==> src/rtl/rv32i_pkg.sv <==
// RV32I decode definitions: opcodes, immediate formats, DE payload and immediate generator.
package rv32i_pkg;

    localparam int unsigned XLEN  = 32;
    localparam int unsigned NREGS = 32;
    localparam int unsigned REG_W = 5;
    localparam int unsigned OPC_W = 7;

    localparam logic [OPC_W-1:0] OPC_LUI    = 7'b0110111;
    localparam logic [OPC_W-1:0] OPC_AUIPC  = 7'b0010111;
    localparam logic [OPC_W-1:0] OPC_JAL    = 7'b1101111;
    localparam logic [OPC_W-1:0] OPC_JALR   = 7'b1100111;
    localparam logic [OPC_W-1:0] OPC_BRANCH = 7'b1100011;
    localparam logic [OPC_W-1:0] OPC_LOAD   = 7'b0000011;
    localparam logic [OPC_W-1:0] OPC_STORE  = 7'b0100011;
    localparam logic [OPC_W-1:0] OPC_OPIMM  = 7'b0010011;
    localparam logic [OPC_W-1:0] OPC_OP     = 7'b0110011;

    typedef enum logic [2:0] {IMM_I, IMM_S, IMM_B, IMM_U, IMM_J} imm_type_e;

    typedef struct packed {
        logic             valid;
        logic [XLEN-1:0]  pc;
        logic [XLEN-1:0]  rs1_val;
        logic [XLEN-1:0]  rs2_val;
        logic [XLEN-1:0]  imm;
        logic [REG_W-1:0] rs1;
        logic [REG_W-1:0] rs2;
        logic [REG_W-1:0] rd;
        logic [OPC_W-1:0] opcode;
        logic [2:0]       funct3;
        logic             funct7b5;
        logic             reg_we;
        logic             mem_rd;
        logic             mem_wr;
        logic             illegal;
    } de_t;

    // All formats sign-extend from instr[31].
    function automatic logic [XLEN-1:0] gen_imm(input logic [XLEN-1:0] instr, input imm_type_e sel);
        logic [XLEN-1:0] imm;
        case (sel)
            IMM_S:   imm = {{20{instr[31]}}, instr[31:25], instr[11:7]};
            IMM_B:   imm = {{19{instr[31]}}, instr[31], instr[7], instr[30:25], instr[11:8], 1'b0};
            IMM_U:   imm = {instr[31:12], 12'b0};
            IMM_J:   imm = {{11{instr[31]}}, instr[31], instr[19:12], instr[20], instr[30:21], 1'b0};
            default: imm = {{20{instr[31]}}, instr[31:20]};
        endcase
        return imm;
    endfunction

endpackage

==> src/rtl/regfile.sv <==
// 32x32 architectural register file: two async read ports with write-first bypass, one sync write port.
module regfile
    import rv32i_pkg::*;
(
    input  logic             clock,
    input  logic             reset,
    input  logic [REG_W-1:0] ra1,
    input  logic [REG_W-1:0] ra2,
    output logic [XLEN-1:0]  rdata1_c,
    output logic [XLEN-1:0]  rdata2_c,
    input  logic             we,
    input  logic [REG_W-1:0] wa,
    input  logic [XLEN-1:0]  wdata
);

    logic [XLEN-1:0] regs_q [NREGS];
    logic [XLEN-1:0] regs_d [NREGS];
    logic            wr_en;

    assign wr_en = we && (wa != '0);

    always_comb begin
        regs_d = regs_q;
        if (wr_en) begin
            regs_d[wa] = wdata;
        end
    end

    always_ff @(posedge clock or negedge reset) begin
        if (!reset) begin
            regs_q <= '{default: '0};
        end else begin
            regs_q <= regs_d;
        end
    end

    // x0 reads zero; a same-cycle write to the read index is forwarded.
    always_comb begin
        rdata1_c = '0;
        if (ra1 != '0) begin
            rdata1_c = (wr_en && (wa == ra1)) ? wdata : regs_q[ra1];
        end
    end

    always_comb begin
        rdata2_c = '0;
        if (ra2 != '0) begin
            rdata2_c = (wr_en && (wa == ra2)) ? wdata : regs_q[ra2];
        end
    end

endmodule

==> src/rtl/d_stage.sv <==
// RV32I decode stage: decode, register read, immediate generation, load-use stall, DE register.
module d_stage
    import rv32i_pkg::*;
(
    input  logic             clock,
    input  logic             reset,
    input  logic [XLEN-1:0]  fd_pc,
    input  logic [XLEN-1:0]  fd_instr,
    input  logic             e_ready,
    input  logic             flush,
    input  logic             wb_en,
    input  logic [REG_W-1:0] wb_rd,
    input  logic [XLEN-1:0]  wb_data,
    output logic             d_ready,
    output logic             de_valid,
    output logic [XLEN-1:0]  de_pc,
    output logic [XLEN-1:0]  de_rs1_val,
    output logic [XLEN-1:0]  de_rs2_val,
    output logic [XLEN-1:0]  de_imm,
    output logic [REG_W-1:0] de_rs1,
    output logic [REG_W-1:0] de_rs2,
    output logic [REG_W-1:0] de_rd,
    output logic [OPC_W-1:0] de_opcode,
    output logic [2:0]       de_funct3,
    output logic             de_funct7b5,
    output logic             de_reg_we,
    output logic             de_mem_rd,
    output logic             de_mem_wr,
    output logic             de_illegal
);

    logic [OPC_W-1:0] opcode;
    logic [REG_W-1:0] rs1, rs2, rd;
    logic             illegal, uses_rs1, uses_rs2, writes_rd, mem_rd, mem_wr;
    imm_type_e        imm_sel;
    logic [XLEN-1:0]  rs1_val, rs2_val;
    logic             load_use;
    de_t              dec, de_d, de_q;

    assign opcode = fd_instr[6:0];
    assign rd     = fd_instr[11:7];
    assign rs1    = fd_instr[19:15];
    assign rs2    = fd_instr[24:20];

    regfile u_regfile (
        .clock    (clock),
        .reset    (reset),
        .ra1      (rs1),
        .ra2      (rs2),
        .rdata1_c (rs1_val),
        .rdata2_c (rs2_val),
        .we       (wb_en),
        .wa       (wb_rd),
        .wdata    (wb_data)
    );

    // Opcode class decode.
    always_comb begin
        illegal   = 1'b0;
        uses_rs1  = 1'b0;
        uses_rs2  = 1'b0;
        writes_rd = 1'b0;
        mem_rd    = 1'b0;
        mem_wr    = 1'b0;
        imm_sel   = IMM_I;
        case (opcode)
            OPC_LUI, OPC_AUIPC: begin writes_rd = 1'b1; imm_sel = IMM_U; end
            OPC_JAL:            begin writes_rd = 1'b1; imm_sel = IMM_J; end
            OPC_JALR:           begin writes_rd = 1'b1; uses_rs1 = 1'b1; end
            OPC_BRANCH:         begin uses_rs1 = 1'b1; uses_rs2 = 1'b1; imm_sel = IMM_B; end
            OPC_LOAD:           begin writes_rd = 1'b1; uses_rs1 = 1'b1; mem_rd = 1'b1; end
            OPC_STORE:          begin uses_rs1 = 1'b1; uses_rs2 = 1'b1; mem_wr = 1'b1; imm_sel = IMM_S; end
            OPC_OPIMM:          begin writes_rd = 1'b1; uses_rs1 = 1'b1; end
            OPC_OP:             begin writes_rd = 1'b1; uses_rs1 = 1'b1; uses_rs2 = 1'b1; end
            default:            illegal = 1'b1;
        endcase
    end

    always_comb begin
        dec          = '0;
        dec.valid    = !illegal;
        dec.pc       = fd_pc;
        dec.rs1_val  = rs1_val;
        dec.rs2_val  = rs2_val;
        dec.imm      = gen_imm(fd_instr, imm_sel);
        dec.rs1      = rs1;
        dec.rs2      = rs2;
        dec.rd       = rd;
        dec.opcode   = opcode;
        dec.funct3   = fd_instr[14:12];
        dec.funct7b5 = fd_instr[30];
        dec.reg_we   = writes_rd && (rd != '0);
        dec.mem_rd   = mem_rd;
        dec.mem_wr   = mem_wr;
        dec.illegal  = illegal;
    end

    assign load_use = de_q.valid && de_q.mem_rd && (de_q.rd != '0) &&
                      ((uses_rs1 && (rs1 == de_q.rd)) || (uses_rs2 && (rs2 == de_q.rd)));

    // A flush must pass even during a stall so fetch's redirect is not dropped.
    assign d_ready = e_ready && (!load_use || flush);

    always_comb begin
        de_d = de_q;
        if (flush || (e_ready && load_use)) begin
            de_d         = dec;
            de_d.valid   = 1'b0;
            de_d.reg_we  = 1'b0;
            de_d.mem_rd  = 1'b0;
            de_d.mem_wr  = 1'b0;
            de_d.illegal = 1'b0;
        end else if (e_ready) begin
            de_d = dec;
        end
    end

    always_ff @(posedge clock or negedge reset) begin
        if (!reset) begin
            de_q <= '0;
        end else begin
            de_q <= de_d;
        end
    end

    assign de_valid    = de_q.valid;
    assign de_pc       = de_q.pc;
    assign de_rs1_val  = de_q.rs1_val;
    assign de_rs2_val  = de_q.rs2_val;
    assign de_imm      = de_q.imm;
    assign de_rs1      = de_q.rs1;
    assign de_rs2      = de_q.rs2;
    assign de_rd       = de_q.rd;
    assign de_opcode   = de_q.opcode;
    assign de_funct3   = de_q.funct3;
    assign de_funct7b5 = de_q.funct7b5;
    assign de_reg_we   = de_q.reg_we;
    assign de_mem_rd   = de_q.mem_rd;
    assign de_mem_wr   = de_q.mem_wr;
    assign de_illegal  = de_q.illegal;

endmodule
==> config.mk <==
export PLATFORM = sky130hd
export DESIGN_NAME = d_stage
export DESIGN_NICKNAME = d
export VERILOG_FILES = /design/src/rtl/rv32i_pkg.sv /design/src/rtl/regfile.sv /design/src/rtl/d_stage.sv
export SDC_FILE = /design/constraint.sdc
export NUM_CORES = 2
export LEC_CHECK = 0
export CAP_MARGIN = 20
export CORE_UTILIZATION = 40
export DETAILED_ROUTE_END_ITERATION = 10
export GPL_TIMING_DRIVEN = 0
export PLACE_DENSITY = 0.58
export SLEW_MARGIN = 20
export SYNTH_ARGS = -nofsm -noshare
export SYNTH_HDL_FRONTEND = slang
export SYNTH_HIERARCHICAL = 1
export SYNTH_SLANG_ARGS = --single-unit
==> constraint.sdc <==
create_clock -name clock -period 1.7 [get_ports clock]
set_input_delay 0.34 -clock clock [delete_from_list [all_inputs] [get_ports clock]]
set_output_delay 0.34 -clock clock [all_outputs]
set_load 0.01 [all_outputs]
==> results.py <==
metrics = {
    "outcome": {
        "outcome": "finished, violations left",
        "violations": "negative hold slack, negative setup slack",
    },
    "die": {
        "num_rows": 143,
        "core_area_um2": 152100,
        "dieArea_um2": 155100,
        "die_h_um": 393.8,
        "die_w_um": 393.8,
        "start_util_pct": 40.37,
        "pin_count": 266,
    },
    "placed_design": {
        "place_worst_setup_slack_ns": -3.332,
        "portBuffers": 259,
        "gp_congestion": 1.029,
        "hpwl_mm": 194.8,
    },
    "sta": {
        "setup_viol": 308,
        "fin_crit_ns": 2.741,
        "hold_slack_ns": -0.5357,
        "tightest_slew_ns": 1.322,
        "drv_slew": 0,
        "hold_viol_final": 236,
        "skew_ns": 0.03492,
        "max_slew_margin_pct": 11.84,
        "worst_slack_ns": -1.041,
        "fmax_mhz": 364.8,
        "rsz0062_at_grt": "yes",
        "setup_tns_ns": -35.06,
        "timing.final.crit_share_pct": 161.2,
    },
    "drt": {
        "wl_mm": 273.4,
        "vias": 46810,
        "wire_per_inst_um": 37.28,
        "post_drt_via_cell_ratio": 6.383,
        "drtIter0Drc": 5412,
        "drc_errors": 0,
        "drt-pass1-iter-count": 6,
        "ant_nets": 0,
    },
    "cts": {
        "insertion_delay_ns": 0.80,
        "htreeDepth": 4,
        "numCtsBuffers": 137,
        "clock_path_buffers": 3,
        "hold_buffers": 13,
        "clkSlewWorstSetupHoldPaths_ns": 0.06,
        "cts_tree": "done",
        "cts_root_buf": "clkbuf_16",
        "cts_sinks": 1183,
    },
    "power_and_ir_drop": {
        "peakVddDrop_uv": 976.5,
        "power.leakage_nw": 34.39,
        "power_density_nw_per_um2": 1135,
        "total_power_mw": 88.00,
    },
    "worst_setup_path": {
        "path_max_fanout": 5,
        "arrival_ns": 2.40,
        "crit_type": "reg -> out",
        "critical_path.top_delay_family": "simple AND/OR/NAND/NOR gates",
        "r2r-start": "u_regfile/regs_q[4]",
        "worst-path-stages": 6,
        "cp.required_ns": 1.36,
        "crit_path_end_kind": "output pin",
        "slowest_stage": "or4_4",
        "crit_buf_inv": 1,
        "critical_path.cell_chain": "xnor2_1 -> nand3_1 -> or4_4 -> a21oi_4 -> a21boi_4 -> buf_6",
        "slowest_delay_ns": 0.49,
        "r2r_end": "de_rs2_val[4]",
        "regToRegSetupSlack_ns": -0.54,
        "startpoint_type": "register",
        "ff2ff_path_depth": 6,
    },
    "yosys": {
        "synth_seq_cells": 1183,
        "synth-edff-count": 0,
        "synth_area_per_cell_um2": 13.60,
        "yosys_warnings": 6,
        "syn-num-nets": 4619,
        "syn_area_um2": 61400,
        "async_flop_share_pct": 100.0,
        "yosys_most_used_dff": "dfrtp_1",
        "synthDistinctLibCells": 69,
        "yosysSeqAreaShare_pct": 48.22,
        "synthCells": 4513,
    },
    "layout": {
        "fillers": 13120,
        "area_growth_pct": 26.33,
        "drive_gt1_share_pct": 51.63,
        "nNetsFinal": 5312,
    },
    "global_route": {
        "grt-ovfl-total": 0,
        "grt.total_usage_pct": 34.97,
        "grt_pass1_vias": 46570,
        "grt_max_degree": 144,
        "antenna_found_initial": 13,
        "grt_pass1_wl_mm": 377.2,
    },
    "job": {
        "max_cap_viol_count": 0,
    },
    "worst_hold_path": {
        "hold_class": "in -> async",
    },
}
-- repair_timing --
item                                    4_1_cts  5_1_grt
endpoints found under the setup margin     1208      536
pin swaps                                   186      117
hold endpoints to repair                    113       82
buffers inserted                            219       53
gates resized for setup                    1462      162
cloned                                        6        1
-- where the power goes --
part	leakage (nW)	switching [mW]	internal, mW	total (mW)
Combinational	17.2	10.5	11.2	21.7
Sequential	15.1	3.79	33.2	37.0
Clock	2.14	12.4	16.9	29.3
-- layout make-up --
cell class | count | area [um2] | share of cell area (%)
plain buffers | 477 | 4299 | 5.543
clock buffers | 203 | 4054 | 5.227
diodes | 2 | 5.005 | 0.006453
flip-flops and latches | 1183 | 29610 | 38.18
well taps | 2030 | 2540 | 3.275
repair buffers | 560 | 5200 | 6.705
inverters | 5 | 27.53 | 0.03549
multi-input cells | 2842 | 31540 | 40.66
clock inverters | 31 | 281.5 | 0.3630
-- placed cells by master, fill, tap and decap left out, types with 16 or more instances in the layout --
master           count
dfrtp_1           1175
mux2_2             999
nand2_1            435
mux4_2             394
mux2i_1            235
buf_4              226
buf_2              189
clkbuf_1           185
clkbuf_16          152
buf_6               96
clkdlybuf4s50_1     86
buf_12              61
clkbuf_2            56
o22ai_1             51
buf_16              50
clkbuf_8            45
clkbuf_4            37
o21ai_0             34
nor2_1              33
nand2_2             33
a21oi_1             32
a22oi_1             32
o221ai_1            29
buf_8               27
a32o_2              27
o21ai_1             26
a221oi_2            25
mux2_4              25
a211oi_1            24
a221o_1             22
a21oi_2             22
clkinv_2            18
a221oi_1            18
nor2_4              17
o22ai_2             16
-- per-stage QoR --
| step | util [%] | instance area [um2] | instances |
|---|---|---|---|
| after floorplan | - | 62250 | 4513 |
| after global placement | 44.31 | 67390 | 6802 |
| after detailed placement | 44.57 | 67780 | 6815 |
| after CTS | 50.33 | 76540 | 7281 |
| after global routing | 51.00 | 77560 | 7333 |
| final | 51.00 | 77560 | 7333 |
-- layer usage --
metal | up-vias | part of all wire [%] | track usage, %
met2 | 2851 | 43 | 50.88
met4 | 16 | 6.7 | 20.66
met3 | 778 | 12 | 13.74
li1 | 18400 | - | -
met5 | - | 0.094 | 0.6466
met1 | 24770 | 38 | 43.88
-- flip-flops by register name, indices dropped and copies added (netlist names) --
register          count
de_rs1_val           32
u_regfile/regs_q   1024
de_funct7b5           1
de_rs1                5
de_rs2_val           32
de_valid              1
de_rd                 5
de_mem_wr             1
de_imm               32
de_opcode             7
de_illegal            1
de_pc                32
de_funct3             3
de_rs2                5
de_reg_we             1
de_mem_rd             1
-- worst reg2reg max path, stage by stage (launching register included) --
cell	delay, ns
dfrtp_1	0.38
mux4_2	0.49
mux2_4	0.31
a221o_1	0.42
a32o_2	0.34
nand2_4	0.11
nand2_2	0.05
-- cells in the mapped netlist, types with 47 or more instances --
cell	instances	area, um2
nor2_1	62	232.7
mux2_2	1024	11530
o21ai_0	64	320.3
o22ai_1	81	506.7
mux4_2	394	8874
a21oi_1	65	325.3
buf_1	63	236.5
mux2i_1	253	2532
nand2_1	481	1805
a221oi_1	47	411.6
buf_2	82	410.4
clkbuf_1	274	1028
dfrtp_1	1183	29600
-- kinds of logic after synthesis --
kind of cell | synth area share (%)
AND/OR/NAND/NOR | 4.655
XOR/XNOR | 0.2853
flip-flops | 48.22
multiplexers | 37.36
buffers and inverters | 3.799
AO/OA/AOI/OAI | 5.684
-- worst max-delay path by stage --
stage	startpoint	to	slack, ns
finish	de_rd[3]	d_ready	-1.04
global route	de_rd[1]	d_ready	-1.13
CTS	de_rd[1]	d_ready	-1.09
detailed placement	fd_instr[17]	de_rs1_val[7]	-3.33
global placement	reset	de_rd[4]	-60.16
floorplan	fd_instr[20]	de_rs2_val[23]	-0.37
No activity file was read; power rests on OpenSTA's default activity.
